[config.mk]
export PLATFORM = sky130hd
export DESIGN_NAME = rr_priority_encoder
export DESIGN_NICKNAME = d
export VERILOG_FILES = /design/src/rtl/enc_pkg.sv /design/src/rtl/prio_pick.sv /design/src/rtl/rr_priority_encoder.sv
export SDC_FILE = /design/constraint.sdc
export NUM_CORES = 1
export LEC_CHECK = 0
export CORE_ASPECT_RATIO = 0.9
export CORE_UTILIZATION = 57
export DETAILED_ROUTE_END_ITERATION = 7
export DONT_BUFFER_PORTS = 1
export GPL_ROUTABILITY_DRIVEN = 0
export PLACE_DENSITY = 0.72
export REMOVE_ABC_BUFFERS = 1
export SYNTH_ARGS = -nofsm -noshare
export SYNTH_HDL_FRONTEND = slang
export SYNTH_SLANG_ARGS = --single-unit
[constraint.sdc]
create_clock -name clk -period 3.6 [get_ports clk]
set_input_delay 0.9 -clock clk [delete_from_list [all_inputs] [get_ports clk]]
set_output_delay 0.9 -clock clk [all_outputs]
set_load 0.01 [all_outputs]
[src/rtl/enc_pkg.sv]
// Shared constants, the search result payload and the helper functions used by
// the round-robin priority encoder.
package enc_pkg;

    localparam logic MODE_FIXED = 1'b0;
    localparam logic MODE_RR    = 1'b1;

    // Widest request vector the helpers accept; callers zero-extend into it.
    localparam int unsigned MAX_N = 64;
    localparam int unsigned MAX_W = 6;

    typedef struct packed {
        logic             found;
        logic [MAX_W-1:0] idx;
    } pick_t;

    // Lowest set bit of vec, with a flag saying whether any bit was set.
    function automatic pick_t lowest_set(input logic [MAX_N-1:0] vec);
        pick_t r;
        r = '0;
        for (int i = int'(MAX_N) - 1; i >= 0; i--) begin
            if (vec[i]) begin
                r.found = 1'b1;
                r.idx   = MAX_W'(i);
            end
        end
        return r;
    endfunction

    // True when two or more bits of vec are set.
    function automatic logic popcnt_gt1(input logic [MAX_N-1:0] vec);
        return (vec & (vec - MAX_N'(1))) != '0;
    endfunction

endpackage

[src/rtl/prio_pick.sv]
// Combinational winner selection.
// Ports: req_i     request vector
//        ptr_i     round-robin start index
//        rr_mode_i 0 = lowest index wins, 1 = lowest index >= ptr_i, wrapping
//        idx_o     winning index (0 when nothing is requested)
//        found_o   at least one request was set
module prio_pick
    import enc_pkg::*;
#(
    parameter int unsigned N = 8,
    localparam int unsigned W = $clog2(N)
) (
    input  logic [N-1:0] req_i,
    input  logic [W-1:0] ptr_i,
    input  logic         rr_mode_i,
    output logic [W-1:0] idx_o,
    output logic         found_o
);

    logic [N-1:0] mask;
    pick_t        pick_masked;
    pick_t        pick_all;
    logic         unused_bits;

    // Masked search from the pointer upward; unmasked search covers the wrap.
    always_comb begin
        mask = '0;
        for (int i = 0; i < int'(N); i++) begin
            mask[i] = (rr_mode_i != MODE_RR) || (i >= int'(ptr_i));
        end
        pick_masked = lowest_set(MAX_N'(req_i & mask));
        pick_all    = lowest_set(MAX_N'(req_i));
        idx_o       = pick_masked.found ? W'(pick_masked.idx) : W'(pick_all.idx);
        found_o     = pick_all.found;
    end

    // Upper index bits beyond W are always zero for valid N.
    assign unused_bits = ^{pick_masked, pick_all};

endmodule

[src/rtl/rr_priority_encoder.sv]
// Registered N-to-log2(N) priority encoder with fixed or round-robin priority
// and a valid/ready output that holds under backpressure.
// Ports: clk, rst (sync, active high)
//        req        level requests, bit i from source i
//        rr_mode    0 = fixed (lowest index), 1 = round-robin
//        out_ready  consumer accepts current result
//        out_valid  result valid
//        out_idx    winning index
//        out_onehot one-hot of winner, 0 when not valid
//        out_multi  more than one request set when the result was captured
module rr_priority_encoder
    import enc_pkg::*;
#(
    parameter int unsigned N = 8,
    localparam int unsigned W = $clog2(N)
) (
    input  logic         clk,
    input  logic         rst,
    input  logic [N-1:0] req,
    input  logic         rr_mode,
    input  logic         out_ready,
    output logic         out_valid,
    output logic [W-1:0] out_idx,
    output logic [N-1:0] out_onehot,
    output logic         out_multi
);

    logic         out_valid_q, out_valid_d;
    logic [W-1:0] out_idx_q, out_idx_d;
    logic [N-1:0] out_onehot_q, out_onehot_d;
    logic         out_multi_q, out_multi_d;
    logic [W-1:0] ptr_q, ptr_d;

    logic         hs;
    logic         load;
    logic [W-1:0] ptr_nxt;
    logic [W-1:0] pick_idx;
    logic         pick_found;

    // Pointer advances past the winner on every accepted result.
    always_comb begin
        hs      = out_valid_q && out_ready;
        load    = !out_valid_q || out_ready;
        ptr_nxt = ptr_q;
        if (hs) begin
            ptr_nxt = (out_idx_q == W'(N - 1)) ? '0 : out_idx_q + W'(1);
        end
    end

    // Selection uses the already-advanced pointer so held requests rotate without a bubble.
    prio_pick #(.N(N)) u_pick (
        .req_i     (req),
        .ptr_i     (ptr_nxt),
        .rr_mode_i (rr_mode),
        .idx_o     (pick_idx),
        .found_o   (pick_found)
    );

    // Next-state: capture only on load, otherwise hold everything.
    always_comb begin
        out_valid_d  = out_valid_q;
        out_idx_d    = out_idx_q;
        out_onehot_d = out_onehot_q;
        out_multi_d  = out_multi_q;
        ptr_d        = ptr_nxt;
        if (load) begin
            out_valid_d = pick_found;
            out_idx_d   = pick_found ? pick_idx : '0;
            out_multi_d = popcnt_gt1(MAX_N'(req));
            for (int i = 0; i < int'(N); i++) begin
                out_onehot_d[i] = pick_found && (pick_idx == W'(i));
            end
        end
    end

    // State registers.
    always_ff @(posedge clk) begin
        if (rst) begin
            out_valid_q  <= 1'b0;
            out_idx_q    <= '0;
            out_onehot_q <= '0;
            out_multi_q  <= 1'b0;
            ptr_q        <= '0;
        end else begin
            out_valid_q  <= out_valid_d;
            out_idx_q    <= out_idx_d;
            out_onehot_q <= out_onehot_d;
            out_multi_q  <= out_multi_d;
            ptr_q        <= ptr_d;
        end
    end

    assign out_valid  = out_valid_q;
    assign out_idx    = out_idx_q;
    assign out_onehot = out_onehot_q;
    assign out_multi  = out_multi_q;

endmodule
## Word level (Yosys, flattened, before mapping)

Cells that the tools add are included.

| storage, ports and cells | value |
|---|---|
| bits in registers | 16 |
| input bits | 12 |
| output and inout port bits | 13 |
| logic and storage cells | 121 |

| cells by class | value |
|---|---|
| $add $sub $neg | 2 |
| $lt $le $gt $ge | 7 |
| equality and inequality tests | 8 |
| multiplexer cells | 76 |
| bitwise gates (word level) | 3 |
| reduce and logical (&&, ||, !) cells | 20 |

Operators with widths:

| cell | count |
|---|---|
| 7-bit 2-to-1 mux | 72 |
| 8-bit by 64-bit bitwise AND with 64-bit output | 1 |
| 64-bit nonzero test | 1 |
| 3-bit equality test (second input constant) | 5 |
| 3-bit 2-to-1 mux | 4 |
| 3-bit >= comparator (first input constant) | 3 |
| 1-bit logical AND | 9 |
| 8-bit by 1-bit subtractor with 9-bit output (second input constant) | 1 |
| 8-bit bitwise AND | 1 |
| 1-bit logical OR | 8 |
| 3-bit by 2-bit equality test with 1-bit output (second input constant) | 2 |
| 1-bit by 3-bit >= comparator with 1-bit output (first input constant) | 2 |
| 2-bit by 3-bit >= comparator with 1-bit output (first input constant) | 2 |
| 3-bit by 1-bit adder with 3-bit output (second input constant) | 1 |
| 3-bit by 1-bit equality test with 1-bit output (second input constant) | 1 |
| 3-bit logical NOT | 1 |
| 1-bit logical NOT | 1 |
| 1-bit NOT | 1 |

## Depth between registers and ports, before layout

Gate-level depths: netlist (run 1).

| logic depth | value |
|---|---|
| depth in word-level cells | 67 |
| mapped depth | 9 |
| depth with buffers taken out | 9 |

## By module

From an unflattened synthesis (run 1), not the netlist that was laid out.

| unflattened totals | value |
|---|---|
| cell total of the unflattened synthesis | 142 |
| area, all modules | 1,096.1 µm² |

By module, submodules not included:

| module | instances | cells each | area an instance (µm²) |
|---|---|---|---|
| rr_priority_encoder | 1 | 86 | 744.5 |
| prio_pick | 1 | 56 | 351.6 |

## Least setup slack after synthesis (run 1)

OpenSTA, ideal clock, no wires.

| timing | value |
|---|---|
| path kind | input to register |
| start | input port out_ready |
| end | register out_onehot_q[7], in the netlist out_onehot[7] |
| data arrival time | 2.405 ns |
| path slack | 1.078 ns |
| stages | 8 |
| buffers on the path | 1 |
| cell sequence | buf_6 -> and3_1 -> o41ai_2 -> o311ai_2 -> nand2_1 -> nor3b_2 -> a31o_1 -> a22o_1 |

| between the ends | value |
|---|---|
| word-level cells in the longest chain between the ends | 15 |
| elaborated cells on any way between the ends | 28 |
| those cells by class | order compare (7); eq/ne (1); mux (9); bitwise (1); reduce/logical (10) |

RTL lines:

| what | line | source |
|---|---|---|
| from (decl) | rr_priority_encoder.sv:21 | `input logic out_ready,` |
| 1-bit logical AND | rr_priority_encoder.sv:42 | `hs = out_valid_q && out_ready;` |
| 3-bit 2-to-1 mux | rr_priority_encoder.sv:45 | `if (hs) begin` |
| 3-bit >= comparator | prio_pick.sv:29 | `mask[i] = (rr_mode_i != MODE_RR) \|\| (i >= int'(ptr_i));` |
| 1-bit logical OR | prio_pick.sv:29 |  |
| 8-bit bitwise AND | prio_pick.sv:31 | `pick_masked = lowest_set(MAX_N'(req_i & mask));` |
| 7-bit 2-to-1 mux (7 in series) | enc_pkg.sv:22 | `if (vec[i]) begin` |
| 3-bit 2-to-1 mux | prio_pick.sv:33 | `idx_o = pick_masked.found ? W'(pick_masked.idx) : W'(pick_all.idx);` |
| 3-bit equality test | rr_priority_encoder.sv:71 | `out_onehot_d[i] = pick_found && (pick_idx == W'(i));` |
| 1-bit logical AND | rr_priority_encoder.sv:71 |  |
| to (signal assigned) | rr_priority_encoder.sv:87 | `out_onehot_q <= out_onehot_d;` |
| to (decl) | rr_priority_encoder.sv:30 | `logic [N-1:0] out_onehot_q, out_onehot_d;` |

Parallel ways exist; a longest one is shown, timed or not.
A chain may end at the register's enable or synchronous reset.

## Worst setup path in the final report (run 1)

| timing | value |
|---|---|
| start | register out_idx_q[0], in the netlist out_idx[0] |
| end | register out_onehot_q[7], in the netlist out_onehot[7] |

| between the ends | value |
|---|---|
| word-level cells in the longest chain between the ends | 16 |
| elaborated cells on any way between the ends | 29 |
| those cells by class | add/sub (1); order compare (7); eq/ne (2); mux (10); bitwise (1); reduce/logical (8) |

RTL lines:

| what | line | source |
|---|---|---|
| from (decl) | rr_priority_encoder.sv:29 | `logic [W-1:0] out_idx_q, out_idx_d;` |
| from (signal assigned) | rr_priority_encoder.sv:86 | `out_idx_q <= out_idx_d;` |
| 3-bit by 1-bit adder with 3-bit output or 3-bit equality test (tied branches) | rr_priority_encoder.sv:46 | `ptr_nxt = (out_idx_q == W'(N - 1)) ? '0 : out_idx_q + W'(1);` |
| 3-bit 2-to-1 mux * | rr_priority_encoder.sv:46 |  |
| 3-bit 2-to-1 mux * | rr_priority_encoder.sv:45 |  |
| 3-bit >= comparator | prio_pick.sv:29 |  |
| 1-bit logical OR | prio_pick.sv:29 |  |
| 8-bit bitwise AND * | prio_pick.sv:31 |  |
| 7-bit 2-to-1 mux (6 in series) | enc_pkg.sv:22 |  |
| 7-bit 2-to-1 mux * | enc_pkg.sv:22 |  |
| 3-bit 2-to-1 mux * | prio_pick.sv:33 |  |
| 3-bit equality test * | rr_priority_encoder.sv:71 |  |
| 1-bit logical AND * | rr_priority_encoder.sv:71 |  |

Every way passes the cells marked *; elsewhere a longest branch is shown, timed or not.

==> results of run 1 <==
power breakdown:
part | internal (mW) | total (mW) | switching [mW]
registers | 0.186 | 0.197 | 0.0111
logic | 0.0303 | 0.0694 | 0.0391
clock network | 0.0389 | 0.0921 | 0.0532
total | 0.255 | 0.358 | 0.104
cells in the mapped netlist (3+ instances only):
cell type / instances / area (sq um)
inv_1: 4 / 15.0
dfxtp_1: 16 / 320
o21ai_0: 4 / 20.0
o21ai_1: 4 / 20.0
a21oi_1: 7 / 35.0
or2_2: 4 / 25.0
a22oi_1: 3 / 22.5
a22o_1: 6 / 52.6
nand2_1: 6 / 22.5
and3_1: 3 / 18.8
nand2b_1: 3 / 18.8
nor2_1: 17 / 63.8
final timing paths:
kind / startpoint / end / slack (ns) / cells past startpoint
setup / recovery: out_idx[0] / out_onehot[7] / 1.05 / 9
hold / removal: out_onehot[3] / out_onehot[3] / 0.50 / 2
setup reg to reg: out_idx[0] / out_onehot[7] / 1.05 / 9
hold reg to reg: out_onehot[3] / out_onehot[3] / 0.50 / 2
stage by stage:
step | instances | worst slack (ns) | hold slack, ns
floorplan | 122 | 1.20 | 0.471
global placement | 146 | 1.04 | 0.485
detailed placement | 146 | 0.963 | 0.489
CTS | 149 | 1.07 | 0.502
global route | 149 | 0.893 | 0.538
finish | 149 | 1.05 | 0.497
tightest hold or removal path, stage by stage (launching register included):
cell and delay [ns]:
dfxtp_1 0.35, nand2_1 0.06, o21ai_1 0.05
state kept, by name (all words and copies together) (netlist names):
name	cells
out_onehot	8
out_idx	3
ptr_q	3
out_multi	1
out_valid	1
metal layers:
metal,track usage,vias to the layer above
met4,0.100,0
li1,-,489
met3,0.104,12
met2,0.384,44
met1,0.392,469
met5,0,-
final cells by class:
class,instances,share of cell area
Clock buffer,3,0.0201
Tap cell,24,0.0268
Multi-Input combinational cell,102,0.653
Inverter,4,0.0134
Sequential cell,16,0.286
kinds of logic (layout without fill, tap and decap cells):
group	count (synthesis)	in the layout	share of synthesized area
buf+inv	6	7	0.0289
flops	16	16	0.296
compound gates	50	50	0.383
simple gates	49	49	0.260
fa+ha+maj	3	3	0.0324
==> results.toml, run 1 <==
[cells_and_area]
final_common_cell = "nor2_1"
multi_input_area_sq_um = 731
drive_gt1_frac = 0.200
final_cell_mix = "nor2_1 (17), dfxtp_1 (16), a21oi_1 (7), nand2_1 (6), a22o_1 (6)"
regArea_sq_um = 320
syn_to_final_growth_pct = 3.35
diodes = 0
stdcell_area_sq_mm = 0.00112
nets = 141
final_util = 0.645
nFillCells = 145

[drt]
highest_layer = "met4"
remaining_drc_errors = 0
first_pass_iters = 4
wl_met3_um = 213
wl_per_cell_um = 16.9
dr_wl_met2_um = 1070
drt_wl_total_um = 2520
vias = 1014
wl_met1_um = 1160
ant_nets = 0
first_iter_violations = 24
viasPerCell = 6.81

[sta]
min_period_over_period = 0.708
clock_skew_ns = 0.00694
finalMaxSlewViolations = 0
fin_setup_tns_ns = 0
finalHoldViolCount = 0
worst_slew_pin_slew_ns = 0.507
finalSetupViolCount = 0
fin_crit_ns = 2.55
slew_headroom = 0.661
rsz0062_at_grt = "no"
max_freq_ghz = 0.392

[floorplanning]
start_util = 0.624
placementRows = 14
coreArea_sq_mm = 0.00173
die_h_um = 43.3
io_pins = 25
die_area_sq_mm = 0.00208
die_w_um = 47.9

[logic_synthesis]
synth-seq-cells = 16
async_flop_share = 0
synth_edf_count = 0
synth.distinct_cells = 49
synthCells = 124
yosysWarnings = 0
seq_area_frac_synth = 0.296
syn_area_sq_mm = 0.00108
ys.flop_type = "dfxtp_1"
syn_avg_cell_area_sq_um = 8.73

[clocking]
cts_root_buf = "clkbuf_4"
cts_resized = 0
clk_path_buf_depth = 2
cts.hold.buffers_added = 0
numCtsBuffers = 3
cts.clk_slew.worst_paths_ns = 0.09
htree_levels = 1
post_cts_buffers = 0
clock_sinks = 16
cts_tree = "done"
worstSkewPairLatency_ns = 0.28

[setup_path]
critPathKind = "reg -> reg"
worst_path_most_repeated_cell = "ha_1"
critPathMaxStageDelay_ns = 0.41
cp-start-kind = "register"
critical_path.max_fanout = 4
cpLargestDelayFamily = "compound AO/OA/AOI/OAI gates"
worstPathArrival_ns = 2.74
worst-path-buf-inv = 0
path_cells = "ha_1 -> ha_1 -> and3_1 -> o41ai_2 -> o311ai_2 -> nand2_1 -> nor3b_2 -> a31o_1 -> a22o_1"
end_kind = "register"
timing.critical_path.slowest_stage_cell = "o41ai_2"
required_ns = 3.79

[pwr]
total_power_mw = 0.358
power_density_mw_per_mm2 = 320
ir_worst_vdd_mv = 0.259
p_leak_nw = 0.397

[place]
port_buffers = 0
hpwl_um = 1980
place_area_sq_mm = 0.00110

[run_status]
status = "finished, final reports clean"

[global_routing]
antenna_found_initial = 0
grt_pass1_vias = 916
grt.total_usage = 0.278
overflow = 0
grt_pass1_wl_um = 4060
grt_max_degree = 12

[worst_hold_path]
hp-class = "reg -> reg"

[job]
cap_viol_max_count = 0
No activity file was read; power rests on OpenSTA's default activity.
==> inputs of run 2 (changes only) <==
==> constraint.sdc (replaced) <==
create_clock -name clk -period 2.5 [get_ports clk]
set_input_delay 0.625 -clock clk [delete_from_list [all_inputs] [get_ports clk]]
set_output_delay 0.625 -clock clk [all_outputs]
set_load 0.01 [all_outputs]
==> results.toml, run 2 (synthesis results as in run 1) <==
[clocking]
cts.hold.buffers_added = 0
htree_levels = 1
worstSkewPairLatency_ns = 0.30
clock_sinks = 16
cts_resized = 0
post_cts_buffers = 0
clk_path_buf_depth = 2
cts_tree = "done"
cts.clk_slew.worst_paths_ns = 0.10
cts_root_buf = "clkbuf_4"
numCtsBuffers = 3

[sta]
fin_setup_tns_ns = 0
fin_crit_ns = 2.41
finalSetupViolCount = 0
setup_ws_ns = 0.0900
hold_slack_ns = 0.382
finalHoldViolCount = 0
max_freq_ghz = 0.415
rsz0062_at_grt = "no"
finalMaxSlewViolations = 0
slew_headroom = 0.672
clock_skew_ns = 0.00886
worst_slew_pin_slew_ns = 0.491
min_period_over_period = 0.964

[drt]
first_iter_violations = 21
ant_nets = 0
viasPerCell = 6.53
first_pass_iters = 4
drt_wl_total_um = 2430
vias = 992
wl_per_cell_um = 16.0
remaining_drc_errors = 0

[floorplanning]
die_h_um = 43.3
die_area_sq_mm = 0.00208
placementRows = 14
die_w_um = 47.9
start_util = 0.624
io_pins = 25
coreArea_sq_mm = 0.00173

[setup_path]
end_kind = "register"
worstPathArrival_ns = 2.61
worst_path_most_repeated_cell = "ha_1"
critPathKind = "reg -> reg"
path_cells = "ha_1 -> ha_1 -> and3_1 -> o41ai_2 -> o311ai_2 -> nand2_1 -> nor3b_2 -> a31o_1 -> a22o_1"
reg2reg_slack_ns = 0.09
critical_path.max_fanout = 4
r2r_end = "out_onehot[7]"
reg2reg_from = "out_idx[0]"
cp-start-kind = "register"
required_ns = 2.70
critPathMaxStageDelay_ns = 0.41
timing.critical_path.slowest_stage_cell = "o41ai_2"
ff2ff_path_depth = 9

[cells_and_area]
nets = 143
stdcell_area_sq_mm = 0.00115
syn_to_final_growth_pct = 6.01
final_common_cell = "nor2_1"
drive_gt1_frac = 0.219
final_cell_mix = "nor2_1 (17), dfxtp_1 (16), a21oi_1 (7), nand2_1 (6), a22o_1 (6)"
diodes = 0
largest_reg_flops = 8

[global_routing]
grt_max_degree = 12
overflow = 0
antenna_found_initial = 0
grt_pass1_wl_um = 3770
grt_pass1_vias = 865
grt.total_usage = 0.262

[pwr]
total_power_mw = 0.561
ir_worst_vdd_mv = 0.483
p_leak_nw = 0.415
power_density_mw_per_mm2 = 489

[run_status]
status = "finished, final reports clean"

[place]
hpwl_um = 1880
pre_cts_slack_ns = 0.126
place_area_sq_mm = 0.00111
port_buffers = 0

[worst_hold_path]
hold_depth = 1
hold_path_end = "out_multi"
hp-class = "in -> reg"
worstHoldStart = "rst"

[job]
cap_viol_max_count = 0
==> run 2: changes by cell type in the layout (fill, tap and decap cells not counted), sizes merged <==
| cell | delta |
|---|---|
| buf | +2 |
| clkbuf | +1 |
==> run 2: routing by layer <==
metal / wire, um / share of wire / vias up / GRT usage
met4: 31 / 0.013 / 0 / 0.0889
met1: 1160 / 0.48 / 454 / 0.375
met2: 1040 / 0.43 / 37 / 0.349
met5: 0 / 0 / - / 0
met3: 193 / 0.080 / 5 / 0.117
li1: - / - / 496 / -
==> run 2: critical path, delay by kind of cell (launching register included) <==
kind,cells,cell delay (ns)
compound gates,4,1.04
simple gates,3,0.49
fa+ha+maj,2,0.47
flops,1,0.32
==> run 2: layout make-up <==
class                   count  area (sq um)
clock buffers               4          36.3
fillers                   149           587
inverters                   4          15.0
multi-input cells         102           731
flip-flops and latches     16           320
well taps                  24          30.0
repair buffers              2          15.0
==> run 2: worst max-delay path by stage <==
stage / from / to / slack (ns) / cells after the start
3_5_place_dp: out_idx[0] / out_onehot[7] / 0.13 / 9
5_1_grt: out_idx[1] / out_onehot[7] / 0.01 / 9
2_1_floorplan: out_idx[0] / out_onehot[7] / 0.19 / 9
6_report: out_idx[0] / out_onehot[7] / 0.09 / 9
4_1_cts: out_idx[0] / out_onehot[7] / 0.12 / 9
3_3_place_gp: out_idx[0] / out_onehot[7] / 0.14 / 9
==> run 2: metrics by stage <==
stage | cells | utilization
CTS | 152 | 0.662
global placement | 148 | 0.641
floorplan | 122 | -
finish | 152 | 0.662
detailed placement | 148 | 0.641
global route | 152 | 0.662
==> run 2: power breakdown <==
part           leakage [nW]  internal, mW  switching [mW]
clock                0.0210        0.0890          0.0846
combinational         0.263        0.0467          0.0597
sequential            0.131         0.268          0.0130
total                 0.415         0.403           0.157
==> inputs of run 3 (changes only) <==
--- a/config.mk
+++ b/config.mk
@@ -6,6 +6,7 @@
 export NUM_CORES = 1
 export LEC_CHECK = 0
 export CORE_ASPECT_RATIO = 0.9
+export CORE_MARGIN = 4
 export CORE_UTILIZATION = 57
 export DETAILED_ROUTE_END_ITERATION = 7
 export DONT_BUFFER_PORTS = 1
==> results.toml, run 3 (synthesis results as in run 1) <==
[run_status]
status = "finished, final reports clean"

[setup_path]
end_kind = "register"
path_cells = "ha_1 -> ha_1 -> and3_1 -> o221ai_1 -> a21oi_2 -> o21a_2 -> a21oi_2 -> nor3b_2 -> a22o_1"
required_ns = 2.73
critPathMaxStageDelay_ns = 0.32
cp-start-kind = "register"
cpLargestDelayFamily = "compound AO/OA/AOI/OAI gates"
worstPathArrival_ns = 2.59
ff2ff_path_depth = 9
cp.depth = 9
critPathKind = "reg -> reg"
worst-path-buf-inv = 0
timing.critical_path.slowest_stage_cell = "dfxtp_1"
critical_path.max_fanout = 5

[clocking]
cts_root_buf = "clkbuf_4"
post_cts_buffers = 0
clock_sinks = 16
clk_path_buf_depth = 2
numCtsBuffers = 3
htree_levels = 1
worstSkewPairLatency_ns = 0.29
cts.clk_slew.worst_paths_ns = 0.09
cts_tree = "done"

[drt]
ant_nets = 0
remaining_drc_errors = 0
vias = 1000
first_pass_iters = 4
wl_per_cell_um = 17.3
first_iter_violations = 36
highest_layer = "met4"
viasPerCell = 6.62
wl_met3_um = 237
dr_wl_met2_um = 1150
drt_wl_total_um = 2610
wl_met1_um = 1210

[floorplanning]
io_pins = 25
die_area_sq_mm = 0.00266
placementRows = 14
start_util = 0.624
die_h_um = 49.3
die_w_um = 53.9
coreArea_sq_mm = 0.00173

[sta]
max_freq_ghz = 0.423
fin_crit_ns = 2.36
worst_slew_pin_slew_ns = 0.483
min_period_over_period = 0.945
finalMaxSlewViolations = 0
finalHoldViolCount = 0
finalSetupViolCount = 0
slew_headroom = 0.677
clock_skew_ns = 0.00842
hold_slack_ns = 0.394

[global_routing]
grt.total_usage = 0.203
grt_pass1_wl_um = 4050
overflow = 0
antenna_found_initial = 0
grt_max_degree = 12
grt_pass1_vias = 867

[pwr]
power_density_mw_per_mm2 = 453
p_leak_nw = 0.414
total_power_mw = 0.522
ir_worst_vdd_mv = 0.279

[place]
dp.cells = 148
port_buffers = 0
hpwl_um = 2010

[cells_and_area]
nets = 143
regArea_sq_um = 320
diodes = 0
syn_to_final_growth_pct = 6.59
largest_reg_flops = 8
final_common_cell = "nor2_1"
final_cell_mix = "nor2_1 (17), dfxtp_1 (16), a21oi_1 (7), a22o_1 (6), nand2_1 (5)"
drive_gt1_frac = 0.244
multi_input_area_sq_um = 751
nFillCells = 149
final_util = 0.665
stdcell_count = 151

[worst_hold_path]
hp-class = "in -> reg"
hold_depth = 1

[job]
cap_viol_max_count = 0
## run 3: cell type report
type                            instances  area share
Clock buffer                            3      0.0195
Inverter                                4      0.0130
Multi-Input combinational cell        102       0.651
Sequential cell                        16       0.278
Tap cell                               24      0.0260
Timing Repair Buffer                    2      0.0130
## run 3: final timing paths
path / end / slack, ns / startpoint
max: out_onehot[4] / 0.14 / out_idx[0]
min: out_valid / 0.39 / rst
max reg2reg: out_onehot[4] / 0.14 / out_idx[0]
min reg2reg: out_onehot[3] / 0.50 / out_onehot[3]
## run 3: repair_timing
action                                  in CTS  in global routing
hold buffers                                 0                  0
gates resized for setup                      0                  4
endpoints found under the setup margin       0                  5
## run 3: power by group
part	internal, mW	total (mW)	switching, mW
combinational	0.0486	0.110	0.0617
sequential	0.267	0.281	0.0131
clock	0.0560	0.131	0.0754
## run 3: metrics by stage
stage / cell area [sq um] / setup TNS (ns) / setup WS (ns)
2_1_floorplan: 1070 / 0 / 0.187
3_3_place_gp: 1110 / 0 / 0.146
3_5_place_dp: 1110 / 0 / 0.105
4_1_cts: 1130 / 0 / 0.0913
5_1_grt: 1150 / -0.0258 / -0.0181
6_report: 1150 / 0 / 0.138
## run 3: worst reg2reg max path, cell delays in order, from the launching register on
cell and delay, ns:
dfxtp_1 0.32, ha_1 0.19, ha_1 0.28, and3_1 0.24, o221ai_1 0.28, a21oi_2 0.12, o21a_2 0.22, a21oi_2 0.25
nor3b_2 0.25, a22o_1 0.15
## run 3: layer usage
metal,vias up,track usage
met5,-,0
met3,2,0.0795
li1,486,-
met2,33,0.268
met1,479,0.300
met4,0,0.0511
